--- config.mk ---
export PLATFORM = sky130hd
export DESIGN_NAME = video_stream_gen_flat
export DESIGN_NICKNAME = d
export VERILOG_FILES = /design/src/rtl/video_timing_pkg.sv /design/src/rtl/video_stream_gen_if.sv /design/src/rtl/video_pattern_gen.sv /design/src/rtl/video_stream_gen.sv /design/src/flat_wrapper.sv
export SDC_FILE = /design/constraint.sdc
export NUM_CORES = 1
export LEC_CHECK = 0
export CORE_ASPECT_RATIO = 1.25
export CORE_MARGIN = 3
export CORE_UTILIZATION = 40
export DETAILED_ROUTE_END_ITERATION = 8
export PLACE_DENSITY = 0.6
export SLEW_MARGIN = 20
export SYNTH_ARGS = -nofsm -noshare
export SYNTH_HDL_FRONTEND = slang
export SYNTH_SLANG_ARGS = --single-unit
export TNS_END_PERCENT = 1
--- constraint.sdc ---
create_clock -name clk -period 3.8 [get_ports clk]
set_input_delay 0.95 -clock clk [delete_from_list [all_inputs] [get_ports clk]]
set_output_delay 0.95 -clock clk [all_outputs]
set_load 0.02 [all_outputs]
--- src/rtl/video_timing_pkg.sv ---
// Shared encodings and default 720p timing for the video test-pattern source.
// Imported by the stream generator and its pattern sub-block.
package video_timing_pkg;

  localparam logic [1:0] PAT_HRAMP = 2'd0;
  localparam logic [1:0] PAT_VRAMP = 2'd1;
  localparam logic [1:0] PAT_CHECK = 2'd2;
  localparam logic [1:0] PAT_BAR   = 2'd3;

  localparam int DEF_H_ACTIVE = 1280;
  localparam int DEF_H_FP     = 110;
  localparam int DEF_H_SYNC   = 40;
  localparam int DEF_H_BP     = 220;
  localparam int DEF_V_ACTIVE = 720;
  localparam int DEF_V_FP     = 5;
  localparam int DEF_V_SYNC   = 5;
  localparam int DEF_V_BP     = 20;

  function automatic int line_total(input int active, input int fp, input int sync, input int bp);
    return active + fp + sync + bp;
  endfunction

endpackage

--- src/rtl/video_stream_gen_if.sv ---
// Camera-compatible luma stream bundle (vs/hs/de/Y) between source and Sobel chain.
interface video_stream_if;
  logic       ycbcr_vs;
  logic       ycbcr_hs;
  logic       ycbcr_de;
  logic [7:0] ycbcr_y;

  modport master (output ycbcr_vs, output ycbcr_hs, output ycbcr_de, output ycbcr_y);
  modport slave  (input  ycbcr_vs, input  ycbcr_hs, input  ycbcr_de, input  ycbcr_y);
endinterface

--- src/rtl/video_pattern_gen.sv ---
// Combinational test-pattern luma for one active pixel; the parent registers it
// and forces zero outside active video.
module video_pattern_gen
  import video_timing_pkg::*;
#(
  parameter int XW    = 11,
  parameter int BAR_W = 16
) (
  input  logic [XW-1:0] x,
  input  logic [7:0]    y8,
  input  logic [1:0]    pattern,
  input  logic [XW-1:0] bar_x,
  output logic [7:0]    luma
);

  localparam int EW = XW + 1;

  logic [7:0]  x8;
  logic [EW-1:0] bar_end;
  logic        in_bar;

  // The bar end is one bit wider so a bar near the right edge clips instead of wrapping.
  assign x8      = 8'(x);
  assign bar_end = {1'b0, bar_x} + EW'(BAR_W);
  assign in_bar  = (x >= bar_x) && ({1'b0, x} < bar_end);

  always_comb begin
    luma = 8'h00;
    case (pattern)
      PAT_HRAMP: luma = x8;
      PAT_VRAMP: luma = y8;
      PAT_CHECK: luma = (x8[5] ^ y8[5]) ? 8'hFF : 8'h00;
      default:   luma = in_bar ? 8'hFF : 8'h10;
    endcase
  end

endmodule

--- src/rtl/video_stream_gen.sv ---
// Video timing and test-pattern source feeding the 3x3 window / Sobel chain.
// Raster counters, sync decode, moving-bar position and frame counter live here.
module video_stream_gen
  import video_timing_pkg::*;
#(
  parameter int H_ACTIVE = DEF_H_ACTIVE,
  parameter int H_FP     = DEF_H_FP,
  parameter int H_SYNC   = DEF_H_SYNC,
  parameter int H_BP     = DEF_H_BP,
  parameter int V_ACTIVE = DEF_V_ACTIVE,
  parameter int V_FP     = DEF_V_FP,
  parameter int V_SYNC   = DEF_V_SYNC,
  parameter int V_BP     = DEF_V_BP,
  parameter int HS_POL   = 1,
  parameter int VS_POL   = 1,
  parameter int BAR_W    = 16,
  parameter int BAR_STEP = 4
) (
  input  logic           clk,
  input  logic           rst_n,
  input  logic           en,
  input  logic [1:0]     pattern_sel,
  video_stream_if.master vid,
  output logic           frame_start,
  output logic [7:0]     frame_cnt
);

  localparam int H_TOTAL = line_total(H_ACTIVE, H_FP, H_SYNC, H_BP);
  localparam int V_TOTAL = line_total(V_ACTIVE, V_FP, V_SYNC, V_BP);
  localparam int HW  = $clog2(H_TOTAL);
  localparam int VW  = $clog2(V_TOTAL);
  localparam int HW1 = HW + 1;

  localparam logic [HW-1:0] H_LAST   = HW'(H_TOTAL - 1);
  localparam logic [HW-1:0] H_ACT    = HW'(H_ACTIVE);
  localparam logic [HW-1:0] HS_BEGIN = HW'(H_ACTIVE + H_FP);
  localparam logic [HW-1:0] HS_END   = HW'(H_ACTIVE + H_FP + H_SYNC);
  localparam logic [VW-1:0] V_LAST   = VW'(V_TOTAL - 1);
  localparam logic [VW-1:0] V_ACT    = VW'(V_ACTIVE);
  localparam logic [VW-1:0] VS_BEGIN = VW'(V_ACTIVE + V_FP);
  localparam logic [VW-1:0] VS_END   = VW'(V_ACTIVE + V_FP + V_SYNC);
  localparam logic [HW1-1:0] BAR_STEP_W = HW1'(BAR_STEP);
  localparam logic [HW1-1:0] H_ACT_W    = HW1'(H_ACTIVE);
  localparam logic HS_ON = (HS_POL != 0);
  localparam logic VS_ON = (VS_POL != 0);

  logic [HW-1:0] h_q, h_d;
  logic [VW-1:0] v_q, v_d;
  logic [HW-1:0] bar_x_q, bar_x_d;
  logic [7:0]    frame_cnt_q, frame_cnt_d;
  logic [1:0]    pat_q, pat_d;
  logic          run_q, run_d;
  logic          de_q, de_d;
  logic          hs_q, hs_d;
  logic          vs_q, vs_d;
  logic          fs_q, fs_d;
  logic [7:0]    y_q, y_d;

  logic          frame_end;
  logic          boundary;
  logic          bar_wrap;
  logic [7:0]    luma;

  video_pattern_gen #(
    .XW    (HW),
    .BAR_W (BAR_W)
  ) u_pattern (
    .x       (h_q),
    .y8      (8'(v_q)),
    .pattern (pat_q),
    .bar_x   (bar_x_q),
    .luma    (luma)
  );

  // While idle the counters sit at (0,0) and every clock is a boundary sample;
  // while running the sample coincides with the wrap back to (0,0).
  always_comb begin
    frame_end   = (h_q == H_LAST) && (v_q == V_LAST);
    boundary    = !run_q || frame_end;
    bar_wrap    = ({1'b0, bar_x_q} + BAR_STEP_W) >= H_ACT_W;

    h_d         = h_q;
    v_d         = v_q;
    bar_x_d     = bar_x_q;
    frame_cnt_d = frame_cnt_q;
    run_d       = run_q;
    pat_d       = pat_q;

    if (run_q) begin
      if (h_q == H_LAST) begin
        h_d = '0;
        v_d = (v_q == V_LAST) ? '0 : v_q + VW'(1);
      end else begin
        h_d = h_q + HW'(1);
      end
    end

    if (run_q && frame_end) begin
      frame_cnt_d = frame_cnt_q + 8'd1;
      bar_x_d     = bar_wrap ? '0 : bar_x_q + HW'(BAR_STEP);
    end

    if (boundary) begin
      run_d = en;
      pat_d = pattern_sel;
    end

    de_d = run_q && (h_q < H_ACT) && (v_q < V_ACT);
    hs_d = (run_q && (h_q >= HS_BEGIN) && (h_q < HS_END)) ? HS_ON : !HS_ON;
    vs_d = (run_q && (v_q >= VS_BEGIN) && (v_q < VS_END)) ? VS_ON : !VS_ON;
    y_d  = de_d ? luma : 8'h00;
    fs_d = run_q && (h_q == '0) && (v_q == '0);
  end

  always_ff @(posedge clk or negedge rst_n) begin
    if (!rst_n) begin
      h_q         <= '0;
      v_q         <= '0;
      bar_x_q     <= '0;
      frame_cnt_q <= 8'd0;
      run_q       <= 1'b0;
      pat_q       <= PAT_HRAMP;
      de_q        <= 1'b0;
      hs_q        <= !HS_ON;
      vs_q        <= !VS_ON;
      fs_q        <= 1'b0;
      y_q         <= 8'h00;
    end else begin
      h_q         <= h_d;
      v_q         <= v_d;
      bar_x_q     <= bar_x_d;
      frame_cnt_q <= frame_cnt_d;
      run_q       <= run_d;
      pat_q       <= pat_d;
      de_q        <= de_d;
      hs_q        <= hs_d;
      vs_q        <= vs_d;
      fs_q        <= fs_d;
      y_q         <= y_d;
    end
  end

  assign vid.ycbcr_vs = vs_q;
  assign vid.ycbcr_hs = hs_q;
  assign vid.ycbcr_de = de_q;
  assign vid.ycbcr_y  = y_q;
  assign frame_start  = fs_q;
  assign frame_cnt    = frame_cnt_q;

endmodule

--- src/flat_wrapper.sv ---
// flat-port wrapper written by rule: the top's interface ports become plain ports
module video_stream_gen_flat import video_timing_pkg::*;
#(
  parameter int H_ACTIVE = DEF_H_ACTIVE,
  parameter int H_FP     = DEF_H_FP,
  parameter int H_SYNC   = DEF_H_SYNC,
  parameter int H_BP     = DEF_H_BP,
  parameter int V_ACTIVE = DEF_V_ACTIVE,
  parameter int V_FP     = DEF_V_FP,
  parameter int V_SYNC   = DEF_V_SYNC,
  parameter int V_BP     = DEF_V_BP,
  parameter int HS_POL   = 1,
  parameter int VS_POL   = 1,
  parameter int BAR_W    = 16,
  parameter int BAR_STEP = 4
)
  (clk, rst_n, en, pattern_sel, frame_start, frame_cnt, vid_ycbcr_vs, vid_ycbcr_hs, vid_ycbcr_de, vid_ycbcr_y);
  video_stream_if vid_i ();
  input  logic clk;
  input  logic rst_n;
  input  logic en;
  input  logic [1:0] pattern_sel;
  output logic frame_start;
  output logic [7:0] frame_cnt;
  output wire logic [$bits(vid_i.ycbcr_vs)-1:0] vid_ycbcr_vs;
  output wire logic [$bits(vid_i.ycbcr_hs)-1:0] vid_ycbcr_hs;
  output wire logic [$bits(vid_i.ycbcr_de)-1:0] vid_ycbcr_de;
  output wire logic [$bits(vid_i.ycbcr_y)-1:0] vid_ycbcr_y;
  assign vid_ycbcr_vs = vid_i.ycbcr_vs;
  assign vid_ycbcr_hs = vid_i.ycbcr_hs;
  assign vid_ycbcr_de = vid_i.ycbcr_de;
  assign vid_ycbcr_y = vid_i.ycbcr_y;
  video_stream_gen #(.H_ACTIVE(H_ACTIVE), .H_FP(H_FP), .H_SYNC(H_SYNC), .H_BP(H_BP), .V_ACTIVE(V_ACTIVE), .V_FP(V_FP), .V_SYNC(V_SYNC), .V_BP(V_BP), .HS_POL(HS_POL), .VS_POL(VS_POL), .BAR_W(BAR_W), .BAR_STEP(BAR_STEP)) u_core (.clk(clk), .rst_n(rst_n), .en(en), .pattern_sel(pattern_sel), .vid(vid_i), .frame_start(frame_start), .frame_cnt(frame_cnt));
endmodule
# ---- Word-level counts from Yosys, hierarchy flattened
# Cells that the tools add are included.
dict set report op_classes {
  n_addsub 6
  order_cmp 9
  eq_ne 4
  muxes 9
  bitwise_logic 1
  n_reduce_logical 17
}
# operator n
set op_table {}
lappend op_table {{two-way mux 8 bit} 3}
lappend op_table {{case mux 8 bit (3 select lines)} 1}
lappend op_table {{< comparator 11 bit, second input constant} 2}
lappend op_table {{two-way mux 11 bit} 2}
lappend op_table {{< comparator 10 bit, second input constant} 2}
lappend op_table {{adder 11 x 3 -> 12 bit, second input constant} 1}
lappend op_table {{adder 11 x 5 -> 12 bit, second input constant} 1}
lappend op_table {{greater-or-equal comparator 12 x 11 -> 1 bit, second input constant} 1}
lappend op_table {{< comparator 11 x 12 -> 1 bit} 1}
lappend op_table {{adder 11 x 1 -> 11 bit, second input constant} 1}
lappend op_table {{adder 11 x 3 -> 11 bit, second input constant} 1}
lappend op_table {{== test 11 bit, second input constant} 1}
lappend op_table {{greater-or-equal comparator 11 bit} 1}
lappend op_table {{greater-or-equal comparator 11 bit, second input constant} 1}
lappend op_table {{logical AND 1 bit} 11}
lappend op_table {{zero test 11 bit} 1}
lappend op_table {{adder 10 x 1 -> 10 bit, second input constant} 1}
lappend op_table {{== test 10 bit, second input constant} 1}
lappend op_table {{greater-or-equal comparator 10 bit, second input constant} 1}
lappend op_table {{zero test 10 bit} 1}
lappend op_table {{two-way mux 10 bit} 1}
lappend op_table {{adder 8 x 1 -> 8 bit, second input constant} 1}
lappend op_table {{== test 2 x 1 -> 1 bit, second input constant} 1}
lappend op_table {{== test 2 bit, second input constant} 1}
lappend op_table {{other kinds (6)} 7}
dict set report word_totals {
  reg_bits 55
  output_inout_bits 20
}

# ---- Longest topological paths before layout
# Gate-level depths: netlist (run 1).
dict set report depth {
  ltp_word 6
  ltp_mapped 10
  ltp_nobuf 9
}

# ---- Hierarchy
# Synthesis (run 1) repeated with hierarchy kept, for this count alone.
dict set report hier_totals {
  cells_unflattened 370
  hier_area_um2 3447.1
}
# module instances cells_each area_each_um2 seq_area_each_um2
set modules_own_cells {}
lappend modules_own_cells {video_stream_gen 1 266 2676.3 1326.3}
lappend modules_own_cells {video_pattern_gen 1 104 770.7 0.0}

# ---- Worst setup path before layout (run 1)
# Ideal clock, no wire load.
dict set report synth_path {
  kind {register to register}
  from {register u_core.h_q[8]}
  to {register u_core.frame_cnt_q[5] (netlist: u_core.frame_cnt[5])}
  arrival_time_ns 2.163
  path_slack_ns 1.507
  stages_incl_launch_ff 8
  period_less_slack_ns 2.293
  cell_sequence {dfrtp_1 > or4_4 > nor4_4 > and2_1 > buf_4 > and3_2 > nand4_1 > xnor2_1}
}
dict set report synth_via {
  elab_chain_len 3
}
# item line_no
set synth_rtl {}
lappend synth_rtl {{start, declared} video_stream_gen.sv:47} ;# logic [HW-1:0] h_q, h_d;
lappend synth_rtl {{start signal, assigned} video_stream_gen.sv:117} ;# h_q <= '0;
lappend synth_rtl {{start signal, assigned} video_stream_gen.sv:129} ;# h_q <= h_d;
lappend synth_rtl {{== test 11 bit} video_stream_gen.sv:78} ;# frame_end = (h_q == H_LAST) && (v_q == V_LAST);
lappend synth_rtl {{logical AND 1 bit} video_stream_gen.sv:78}
lappend synth_rtl {{logical AND 1 bit} video_stream_gen.sv:98} ;# if (run_q && frame_end) begin
lappend synth_rtl {{end signal, assigned} video_stream_gen.sv:132} ;# frame_cnt_q <= frame_cnt_d;
lappend synth_rtl {{end, declared} video_stream_gen.sv:50} ;# logic [7:0] frame_cnt_q, frame_cnt_d;
# No other way between the ends.
# A chain may end at the register's enable or synchronous reset.

# ---- Final worst setup path (run 1)
dict set report layout_path {
  from {register u_core.h_q[8]}
  to {register u_core.frame_cnt_q[6] (netlist: u_core.frame_cnt[6])}
}
# The elaborated chain is that of the path after synthesis.

==> metrics.md, run 1 <==
| Metric | Value |
|---|---|
| Warning count from the yosys run | 0 |
| Die Outline Area | slightly above 9000 µm² |
| Crit path max fanout | 9 |
| Minimum setup slack among reg-to-reg paths | 1.31 ns |
| Max_cap viols | 0 |
| Synth cell types | 45 |
| Detailed-route wire length | 7750 µm |
| Clock Sink Count | 53 |
| Total half-perimeter wirelength after legalization and detailed placement | 5688 µm |
| Overall die width | 87.08 µm |
| Power per cell area | 250.0 nW/µm² |
| Final cycle utilization of the critical path | 65.63% |
| Worst Clk Skew | 0.007872 ns |
| Remaining global-route overflow | 0 |
| Static power due to leakage | 1.568 nW |
| Area growth, synth to finish | 12.03% |
| Post-CTS setup buffer count | 0 |
| Pre-antenna DRT Iters | 4 |
| Final Hold Violating Endpoints | 0 |
| Max-slew violation count | 0 |
| Sequential cell fraction of total power | 61.2% |
| Transition time at the pin with the least slew margin | 0.8094 ns |
| Yosys top cell area share | 40.35% |
| Switching Share | 23.85% |
| Leading cell types by total area after synthesis | dfrtp_1 40%, ha_1 9.9%, nand2_1 4.8% |
| Net count after synthesis | 400 |
| Unrepaired setup endpoints after global routing | no |
| Ranking of synthesized cells by instance count | 53 x dfrtp_1, 42 x nand2_1, 28 x o21ai_0 |
| Internal Dissipation | 0.7010 mW |
| Peak clock frequency supported by timing | 0.4010 GHz |
| Status | finished clean |
| Initial antenna violation count | 0 |
| IO Port Bufs | 24 |
| Final Critical Period | 2.494 ns |
| I/O pins | 25 |
| EDFF count, synth | 0 |
| Number of rows created at floorplan | 36 |
| Overall Global Routing Usage | 17.66% |
| First-pass GRT wire length | 13120 µm |
| Post-route antenna net violation count | 0 |
| DRC violations left | 0 |
| Endpoint required time on the critical path | about 4.0 ns |
| Final-layout setup total negative slack | 0 ns |
| CTS tree | yes |
| Clock slew at reported path FFs | around 0.10 ns |
| Prevailing post-synth register cell | dfrtp_1 |
| Share of synthesized registers carrying an async set or reset | 100.0% |
| Number of buffers inserted for hold repair after clock tree synthesis | 0 |
| Root buffer cell | clkbuf_8 |
| Worst vdd rail ir drop | 0.1204 mV |
| Cell Area, Synth | approximately 3300 µm² |
| Die height | 107.4 µm |
| Gate count after technology mapping | 369 |
| Final weighted congestion in routability-driven placement | 0.8067 |
| Post-cts gate resize count | 0 |
| Vias in the first global route | approximately 2700 |
| Worst setup path category | reg -> reg |
| Clock latency at the later pin of the worst-skew pair | between 0.3 and 0.4 ns |
| Fraction of final layout cells with drive strength greater than 1 | 5.714% |
| Number of register bits inferred by synthesis | 53 |
| Fill cell instance count of the final layout | 751 |
| Layout Cells excl Fill | 480 |
| Category of the worst setup path launch point | flip-flop |
| Maximum clock path buffer count | 2 |
| Kind of capture point of the worst setup path | flip-flop |
| Overall via count from detail_route | 2732 |
| Drt first-iter violations | 97 |
| Seq/Total Area, Yosys | 40.35% |
| Switching power of the nets | 0.2195 mW |
| Placed cell count | 472 |
| Clock buffers created by TritonCTS | 5 |
| Data arrival time of the critical path | 2.70 ns |
| Relative contribution of the clock network to total power | 37.1% |
| Final net count | 415 |
| Syn_area_per_cell | 8.908 µm² |
| Effective utilization at floorplan | 41.70% |
| Final routed wire length divided by cell count | 16.15 µm |
| Part of the power in combinational logic | 1.6% |
| Setup-failing EPs final | 0 |
| Count of H-tree levels built during CTS | 2 |
| Maximum number of pins on one net before global-route repair | 37 |
| Number of diodes | 0 |
| Total power draw | 0.9205 mW |
| Largest area contributor in the netlist | dfrtp_1 |
| Cell with the most instances after synthesis | dfrtp_1 |
| Area of the core | 7883 µm² |
| Via-per-instance ratio | 5.692 |
| Worst slew margin | 46.04% |
| Worst min path class | reg -> reg |
[registers in the layout, summed over array words and instances (netlist names)]
name,count
u_core.vid.ycbcr_hs,1
u_core.frame_cnt,8
u_core.vid.ycbcr_y,8
u_core.bar_x_q,9
u_core.frame_start,1
u_core.pat_q,2
u_core.vid.ycbcr_vs,1
u_core.run_q,1
u_core.h_q,11
u_core.v_q,10
u_core.vid.ycbcr_de,1
[kinds of logic (layout without fill, tap and decap cells)]
logic type	Yosys count	in the layout	share of synthesized area, %
and+or+nand+nor	150	150	23.91
AOI/OAI and AO/OA	75	75	14.05
DFF	53	53	40.35
buffers and inverters	39	55	4.568
adders and majority gates	26	26	9.897
xor gates and xnor gates	21	21	5.596
muxes	5	5	1.637
[worst paths after layout]
| check | from | to | cells after the start |
|---|---|---|---|
| setup / recovery | u_core.h_q[8]$_DFFE_PN0P_ | u_core.frame_cnt[6]$_DFFE_PN0P_ | 6 |
| hold / removal | u_core.frame_cnt[7]$_DFFE_PN0P_ | u_core.frame_cnt[7]$_DFFE_PN0P_ | 1 |
| setup reg to reg | u_core.h_q[8]$_DFFE_PN0P_ | u_core.frame_cnt[6]$_DFFE_PN0P_ | 6 |
| hold reg to reg | u_core.frame_cnt[7]$_DFFE_PN0P_ | u_core.frame_cnt[7]$_DFFE_PN0P_ | 1 |
| max in group asynchronous | rst_n | u_core.v_q[7]$_DFFE_PN0P_ | 2 |
| min in group asynchronous | rst_n | u_core.bar_x_q[4]$_DFFE_PN0P_ | 1 |
[worst max-delay path, cell delays in order, from the launching register on]
cell	delay, ns
dfrtp_1	0.48
or4_4	0.61
nor4_4	0.43
and2_1	0.35
and3_2	0.26
nand4_1	0.12
xnor2_1	0.14
[power by group through the flow]
stage	Sequential (mW)	Combinational [mW]	Clock (mW)
2_1_floorplan	0.575	0.000170	0
3_3_place_gp	0.575	0.0164	0
3_5_place_dp	0.575	0.0164	0
4_1_cts	0.564	0.0164	0.354
5_1_grt	0.564	0.0180	0.375
6_report	0.564	0.0152	0.342
[layout by cell type (no fill, tap or decap), drive strengths merged, types with 2 or more instances in the layout]
| master | netlist | routed |
|---|---|---|
| a21oi | 12 | 12 |
| and4 | 2 | 2 |
| o31ai | 6 | 6 |
| nand3 | 13 | 13 |
| o211ai | 2 | 2 |
| or3 | 3 | 3 |
| and2 | 2 | 2 |
| xnor2 | 18 | 18 |
| clkbuf | 17 | 5 |
| a21boi | 2 | 2 |
| a21o | 2 | 2 |
| clkdlybuf4s50 | 0 | 23 |
| nand2 | 42 | 42 |
| or4b | 3 | 3 |
| mux2 | 3 | 3 |
| nor2 | 24 | 24 |
| nor2b | 7 | 7 |
| o22ai | 2 | 2 |
| nor4 | 9 | 9 |
| a22o | 2 | 2 |
| ha | 26 | 26 |
| dfrtp | 53 | 53 |
| a211oi | 7 | 7 |
| nand4 | 10 | 10 |
| nand3b | 2 | 2 |
| a31oi | 5 | 5 |
| and3 | 11 | 11 |
| inv | 20 | 21 |
| mux2i | 2 | 2 |
| o21ai | 28 | 28 |
| buf | 2 | 4 |
| xor2 | 3 | 3 |
| o21a | 3 | 3 |
| nand2b | 2 | 2 |
| nor3 | 16 | 16 |
[per-stage QoR]
step	hold WS, ns	cell area (µm²)	util [%]	setup WS (ns)
2_1_floorplan	0.4795	3287	-	1.507
3_3_place_gp	0.4847	3588	45.52	1.372
3_5_place_dp	0.4898	3588	45.52	1.339
4_1_cts	0.5090	3682	46.71	1.324
5_1_grt	0.5082	3682	46.71	1.067
6_report	0.4913	3682	46.71	1.306
[area by class of cell]
type | count | area, µm² | share of cell area (%)
multi-input cells | 277 | 1810 | 49.17
flip-flops and latches | 53 | 1326 | 36.02
repair buffers | 27 | 257.7 | 7.000
well taps | 95 | 118.9 | 3.228
inverters | 20 | 75.07 | 2.039
clock buffers | 5 | 68.82 | 1.869
clock inverters | 3 | 25.02 | 0.6796
[per-layer routing]
metal	part of all wire [%]	up-vias	global-route usage [%]
met5	0	-	0
met1	46	1332	22.88
met3	4.0	7	2.910
met4	1.2	0	4.120
li1	-	1336	-
met2	49	57	30.46
Power figures use the tool's default switching activity.
==> inputs of run 2 (changes only) <==
- PLACE_DENSITY: 0.6 -> 0.62
- clock period: 3.8 -> 2.2 ns (I/O delays scaled with it)
==> metrics.md, run 2 (synthesized netlist as in run 1, its figures left out) <==
| Metric | Value |
|---|---|
| Status | finished clean |
| Max-slew violation count | 0 |
| Part of the power in combinational logic | approximately 1.7% |
| Switching Share | between 20% and 30% |
| Max_cap viols | 0 |
| Register name with the most flops | u_core.h_q |
| Overall via count from detail_route | 2923 |
| Vias in the first global route | 2831 |
| Drt first-iter violations | 110 |
| Area growth, synth to finish | 26.72% |
| Power per cell area | 383.7 nW/µm² |
| Clock buffers created by TritonCTS | 5 |
| Maximum clock path buffer count | 2 |
| Worst min path class | in -> async |
| Final Hold Violating Endpoints | 0 |
| Remaining global-route overflow | 0 |
| Clock slew at reported path FFs | roughly 0.11 ns |
| Worst slew margin | 73.91% |
| Setup-failing EPs final | 0 |
| Area of the core | 7883 µm² |
| Worst-case hold slack | 0.1148 ns |
| Worst Clk Skew | 0.01275 ns |
| Die height | 107.4 µm |
| Switching power of the nets | 0.3848 mW |
| Kind of capture point of the worst setup path | flip-flop |
| Flip-flop count of the largest register, all copies and words added | 11 |
| Count of H-tree levels built during CTS | 2 |
| Via-per-instance ratio | approximately 5.6 |
| Initial antenna violation count | 0 |
| CTS tree | yes |
| IO Port Bufs | 24 |
| Area post-placement | 3896 µm² |
| Count of cells along the worst register-to-register path | 8 |
| Number of buffers inserted for hold repair after clock tree synthesis | 0 |
| Transition time at the pin with the least slew margin | slightly below 0.4 ns |
| Total power draw | 1.598 mW |
| Most frequent standard cell in the layout excluding fill and tap cells | dfrtp_1 |
| Root buffer cell | clkbuf_8 |
| Effective utilization at floorplan | 41.70% |
| Post-layout instance area | approximately 4200 µm² |
| End of the worst register-to-register path | u_core.vid.ycbcr_y[6]$_DFF_PN0_ |
| Final routed wire length divided by cell count | approximately 15 µm |
| Number of diodes | 0 |
| Data arrival time of the critical path | 2.35 ns |
| Final cycle utilization of the critical path | 97.64% |
| Pre-antenna DRT Iters | 4 |
| Unrepaired setup endpoints after global routing | yes |
| Die Outline Area | a little over 9000 µm² |
| Clock Sink Count | 53 |
| Category of the worst setup path launch point | flip-flop |
| I/O pins | 25 |
| Sequential cell fraction of total power | approximately three fifths |
| Total half-perimeter wirelength after legalization and detailed placement | 6119 µm |
| Worst reg2reg startpoint | u_core.h_q[2]$_DFFE_PN0P_ |
| Core Util, Final | 52.84% |
| Fraction of final layout cells with drive strength greater than 1 | 21.40% |
| Final net count | between 400 and 500 |
| Post-route antenna net violation count | 0 |
| First-pass GRT wire length | 13700 µm |
| Minimum setup slack among reg-to-reg paths | 0.05 ns |
| Relative contribution of the clock network to total power | a little under two fifths |
| Static power due to leakage | 1.819 nW |
| Worst setup path category | reg -> reg |
| Smallest setup slack after layout | 0.05199 ns |
| Overall die width | 87.08 µm |
| Detailed-route wire length | ~8000 µm |
| DRC violations left | 0 |
| Worst vdd rail ir drop | 0.1981 mV |
| Setup slack at placement | -0.1120 ns |
| Number of rows created at floorplan | 36 |
| Final Critical Period | 2.148 ns |
| Endpoint required time on the critical path | about 2.4 ns |
| Final weighted congestion in routability-driven placement | between 0.9 and 1 |
| Clock latency at the later pin of the worst-skew pair | 0.32 ns |
| Largest registers | u_core.h_q x11, u_core.v_q x10, u_core.bar_x_q x9 |
| Top library cells by usage in the layout, fill and taps aside | 50 x dfrtp_1, 46 x buf_4, 42 x nand2_1, 24 x o21ai_0 |
| Crit path max fanout | 7 |
| Maximum number of pins on one net before global-route repair | 26 |
| Peak clock frequency supported by timing | 0.4655 GHz |
| Overall Global Routing Usage | 18.52% |
| Internal Dissipation | between 1 and 1.5 mW |
-- run 2: cell types whose count changed in the layout (fill, tap and decap cells not counted), sizes merged --
| cell | previous run | this run |
|---|---|---|
| buf | 4 | 49 |
| clkinvlp | 1 | 2 |
| clkinv | 1 | 0 |
-- run 2: repair_timing --
action,CTS,global route
hold endpoints to repair,0,0
buffers inserted,3,1
endpoints found under the setup margin,9,20
resized for setup,17,19
pin swaps,14,10
-- run 2: critical path: stages, from the launching register on --
cell       delay (ns)
dfrtp_1          0.41
ha_1             0.30
o21a_1           0.18
o2111ai_1        0.19
a21oi_1          0.11
or4b_4           0.48
o211ai_1         0.10
buf_4            0.20
nor3_2           0.05
-- run 2: power groups by stage --
stage	Combinational [mW]	Sequential (mW)	Clock, mW
6_report	0.0278	0.973	0.597
5_1_grt	0.0329	0.974	0.665
4_1_cts	0.0298	0.974	0.619
3_5_place_dp	0.0299	0.993	0
3_3_place_gp	0.0289	0.993	0
2_1_floorplan	0.000293	0.993	0
-- run 2: how the worst max path moves through the flow --
stage / startpoint / cells past startpoint / slack [ns] / to
3_5_place_dp: u_core.bar_x_q[8]$_DFFE_PN0P_ / 8 / -0.11 / u_core.vid.ycbcr_y[1]$_DFF_PN0_
6_report: u_core.h_q[2]$_DFFE_PN0P_ / 8 / 0.05 / u_core.vid.ycbcr_y[6]$_DFF_PN0_
5_1_grt: u_core.bar_x_q[5]$_DFFE_PN0P_ / 9 / -0.08 / u_core.vid.ycbcr_y[3]$_DFF_PN0_
2_1_floorplan: u_core.bar_x_q[6]$_DFFE_PN0P_ / 9 / -0.05 / u_core.vid.ycbcr_y[0]$_DFF_PN0_
4_1_cts: u_core.h_q[2]$_DFFE_PN0P_ / 7 / -0.01 / u_core.frame_cnt[7]$_DFFE_PN0P_
3_3_place_gp: u_core.bar_x_q[2]$_DFFE_PN0P_ / 8 / -0.03 / u_core.vid.ycbcr_y[0]$_DFF_PN0_
-- run 2: area by class of cell --
class                      count  area (µm²)
clock inverter                 3       26.28
tap                           95       118.9
sequential                    53        1330
timing repair buffer          72       603.1
inverter                      20       75.07
clock buffer                   5       68.82
multi-input combinational    277        1943
fill                         759        3717
-- run 2: per-layer routing --
metal	GRT usage [%]	routed length, µm	up-vias
met5	0	0	-
met4	7.572	155	0
met3	3.216	299	12
met2	30.67	4092	59
met1	23.60	3577	1421
li1	-	-	1431
-- run 2: metrics by stage --
step	std cells	TNS, ns
detailed placement	513	-0.5921
global route	525	-0.4301
finish	525	0
CTS	524	-0.02503
floorplan	369	-0.2702
global placement	513	-0.2046
==> inputs of run 3 (changes only) <==
- CORE_ASPECT_RATIO: 1.25 -> 0.8
==> metrics.md, run 3 (synthesized netlist as in run 1, its figures left out) <==
| Metric | Value |
|---|---|
| Register name with the most flops | u_core.h_q |
| Number of diodes | 0 |
| Detailed-route wire length | 8358 µm |
| Relative contribution of the clock network to total power | 43.6% |
| Max-slew violation count | 0 |
| Final Hold Violating Endpoints | 0 |
| Drt first-iter violations | ~170 |
| Overall via count from detail_route | 2908 |
| Vias in the first global route | 2770 |
| Endpoint required time on the critical path | about 2.4 ns |
| Final weighted congestion in routability-driven placement | 0.8988 |
| Final Critical Period | 2.187 ns |
| Minimum setup slack among reg-to-reg paths | 0.01 ns |
| Worst Clk Skew | 0.008783 ns |
| Clock buffers created by TritonCTS | 5 |
| Fraction of final layout cells with drive strength greater than 1 | 19.03% |
| Number of rows created at floorplan | 28 |
| Die Outline Area | 9348 µm² |
| Most frequent standard cell in the layout excluding fill and tap cells | dfrtp_1 |
| Top library cells by usage in the layout, fill and taps aside | 53 x dfrtp_1, 47 x buf_4, 41 x nand2_1, 27 x o21ai_0 |
| Largest registers | u_core.h_q x11, u_core.v_q x10, u_core.bar_x_q x9 |
| Maximum number of pins on one net before global-route repair | 54 |
| Worst min path class | in -> async |
| Setup-failing EPs final | 0 |
| Count of H-tree levels built during CTS | 2 |
| Root buffer cell | clkbuf_8 |
| Start point of the critical path | u_core.h_q[2]$_DFFE_PN0P_ |
| Total power draw | 1.776 mW |
| Switching power of the nets | 0.3411 mW |
| Power per cell area | 425.0 nW/µm² |
| Count of cells along the worst register-to-register path | 7 |
| Clock Sink Count | 53 |
| Worst-case hold slack | 0.2230 ns |
| Status | finished clean |
| Smallest setup slack after layout | 0.01269 ns |
| Post-layout instance area | 4178 µm² |
| First-pass GRT wire length | 13920 µm |
| DRC violations left | 0 |
| Area growth, synth to finish | 27.10% |
| Static power due to leakage | 1.848 nW |
| Transition time at the pin with the least slew margin | between 0.5 and 0.6 ns |
| Remaining global-route overflow | 0 |
| Category of the worst setup path launch point | flip-flop |
| Pre-antenna DRT Iters | 4 |
| Peak clock frequency supported by timing | around 0.46 GHz |
| Sequential cell fraction of total power | 54.8% |
| Overall die width | 107.4 µm |
| Total half-perimeter wirelength after legalization and detailed placement | 6286 µm |
| Initial antenna violation count | 0 |
| Maximum clock path buffer count | 2 |
| Worst slew margin | 64.08% |
| Overall Global Routing Usage | 18.66% |
| Clock slew at reported path FFs | ~0.10 ns |
| IO Port Bufs | 24 |
| Max_cap viols | 0 |
| Final cycle utilization of the critical path | 99.42% |
| CTS tree | yes |
| Worst setup path category | reg -> reg |
| Die height | 87.08 µm |
| Worst vdd rail ir drop | 0.3756 mV |
| Switching Share | around a fifth |
| Via-per-instance ratio | 5.425 |
| Number of buffers inserted for hold repair after clock tree synthesis | 0 |
| Worst reg2reg startpoint | u_core.h_q[2]$_DFFE_PN0P_ |
| Final net count | 461 |
| I/O pins | 25 |
| Kind of capture point of the worst setup path | flip-flop |
| Data arrival time of the critical path | 2.38 ns |
| Worst setup path end | u_core.frame_cnt[6]$_DFFE_PN0P_ |
| Effective utilization at floorplan | 42.84% |
| Unrepaired setup endpoints after global routing | yes |
| Part of the power in combinational logic | 1.6% |
| Area post-placement | 3964 µm² |
| Crit path max fanout | 6 |
| End of the worst register-to-register path | u_core.frame_cnt[6]$_DFFE_PN0P_ |
| Internal Dissipation | between 1 and 1.5 mW |
| Area of the core | approximately 7700 µm² |
| Final routed wire length divided by cell count | roughly 16 µm |
| Setup slack at placement | -0.1195 ns |
| Clock latency at the later pin of the worst-skew pair | 0.31 ns |
| Post-route antenna net violation count | 0 |
| Flip-flop count of the largest register, all copies and words added | 11 |
## run 3: worst max-delay path: stages, from the launching register on
cell and delay (ns):
dfrtp_1 0.39, buf_4 0.16, or4_4 0.53, nor4_4 0.25, and2_1 0.25, and3_2 0.23, nand4_1 0.12, xnor2_1 0.14
## run 3: power groups by stage
stage | Sequential, mW | Clock (mW) | Combinational, mW
final | 0.973 | 0.773 | 0.0289
after global placement | 0.993 | 0 | 0.0311
after CTS | 0.973 | 0.798 | 0.0310
after floorplan | 0.993 | 0 | 0.000293
after detailed placement | 0.993 | 0 | 0.0310
after global routing | 0.974 | 0.848 | 0.0333
## run 3: area by class of cell
| type | count | area (µm²) |
|---|---|---|
| fill | 701 | 3495 |
| multi-input combinational | 277 | 1883 |
| sequential | 53 | 1326 |
| timing repair buffer | 73 | 628.1 |
| tap | 105 | 131.4 |
| inverter | 20 | 75.07 |
| clock buffer | 5 | 68.82 |
| clock inverter | 3 | 65.06 |
## run 3: stage by stage
stage	TNS (ns)	cells	utilization (%)
after CTS	0	536	54.35
after global placement	-0.3535	527	51.66
after global routing	-1.442	536	54.45
after detailed placement	-0.6278	527	51.66
final	0	536	54.45
after floorplan	-0.2702	369	-
## run 3: worst min-delay path by stage
| stage | start | endpoint | cells after the start |
|---|---|---|---|
| final | rst_n | u_core.v_q[0]$_DFFE_PN0P_ | 2 |
| after global routing | rst_n | u_core.bar_x_q[7]$_DFFE_PN0P_ | 2 |
| after CTS | rst_n | u_core.frame_cnt[0]$_DFFE_PN0P_ | 2 |
| after detailed placement | u_core.frame_cnt[7]$_DFFE_PN0P_ | u_core.frame_cnt[7]$_DFFE_PN0P_ | 1 |
| after global placement | u_core.frame_cnt[7]$_DFFE_PN0P_ | u_core.frame_cnt[7]$_DFFE_PN0P_ | 1 |
| after floorplan | rst_n | u_core.bar_x_q[10]$_DFFE_PN0P_ | 0 |
## run 3: routing by layer
metal / up-vias / wire [µm] / GRT usage, %
met1: 1394 / 4355 / 28.63
met2: 75 / 3589 / 27.37
met5: - / 0 / 0
met4: 0 / 55 / 4.358
li1: 1433 / - / -
met3: 6 / 357 / 3.188
## run 3: timing repair
action | in CTS | in global routing
pin swaps | 10 | 1
endpoints found under the hold margin | 0 | 0
resized for setup | 13 | 3
endpoints found under the setup margin | 7 | 20
setup buffers | 1 | 0
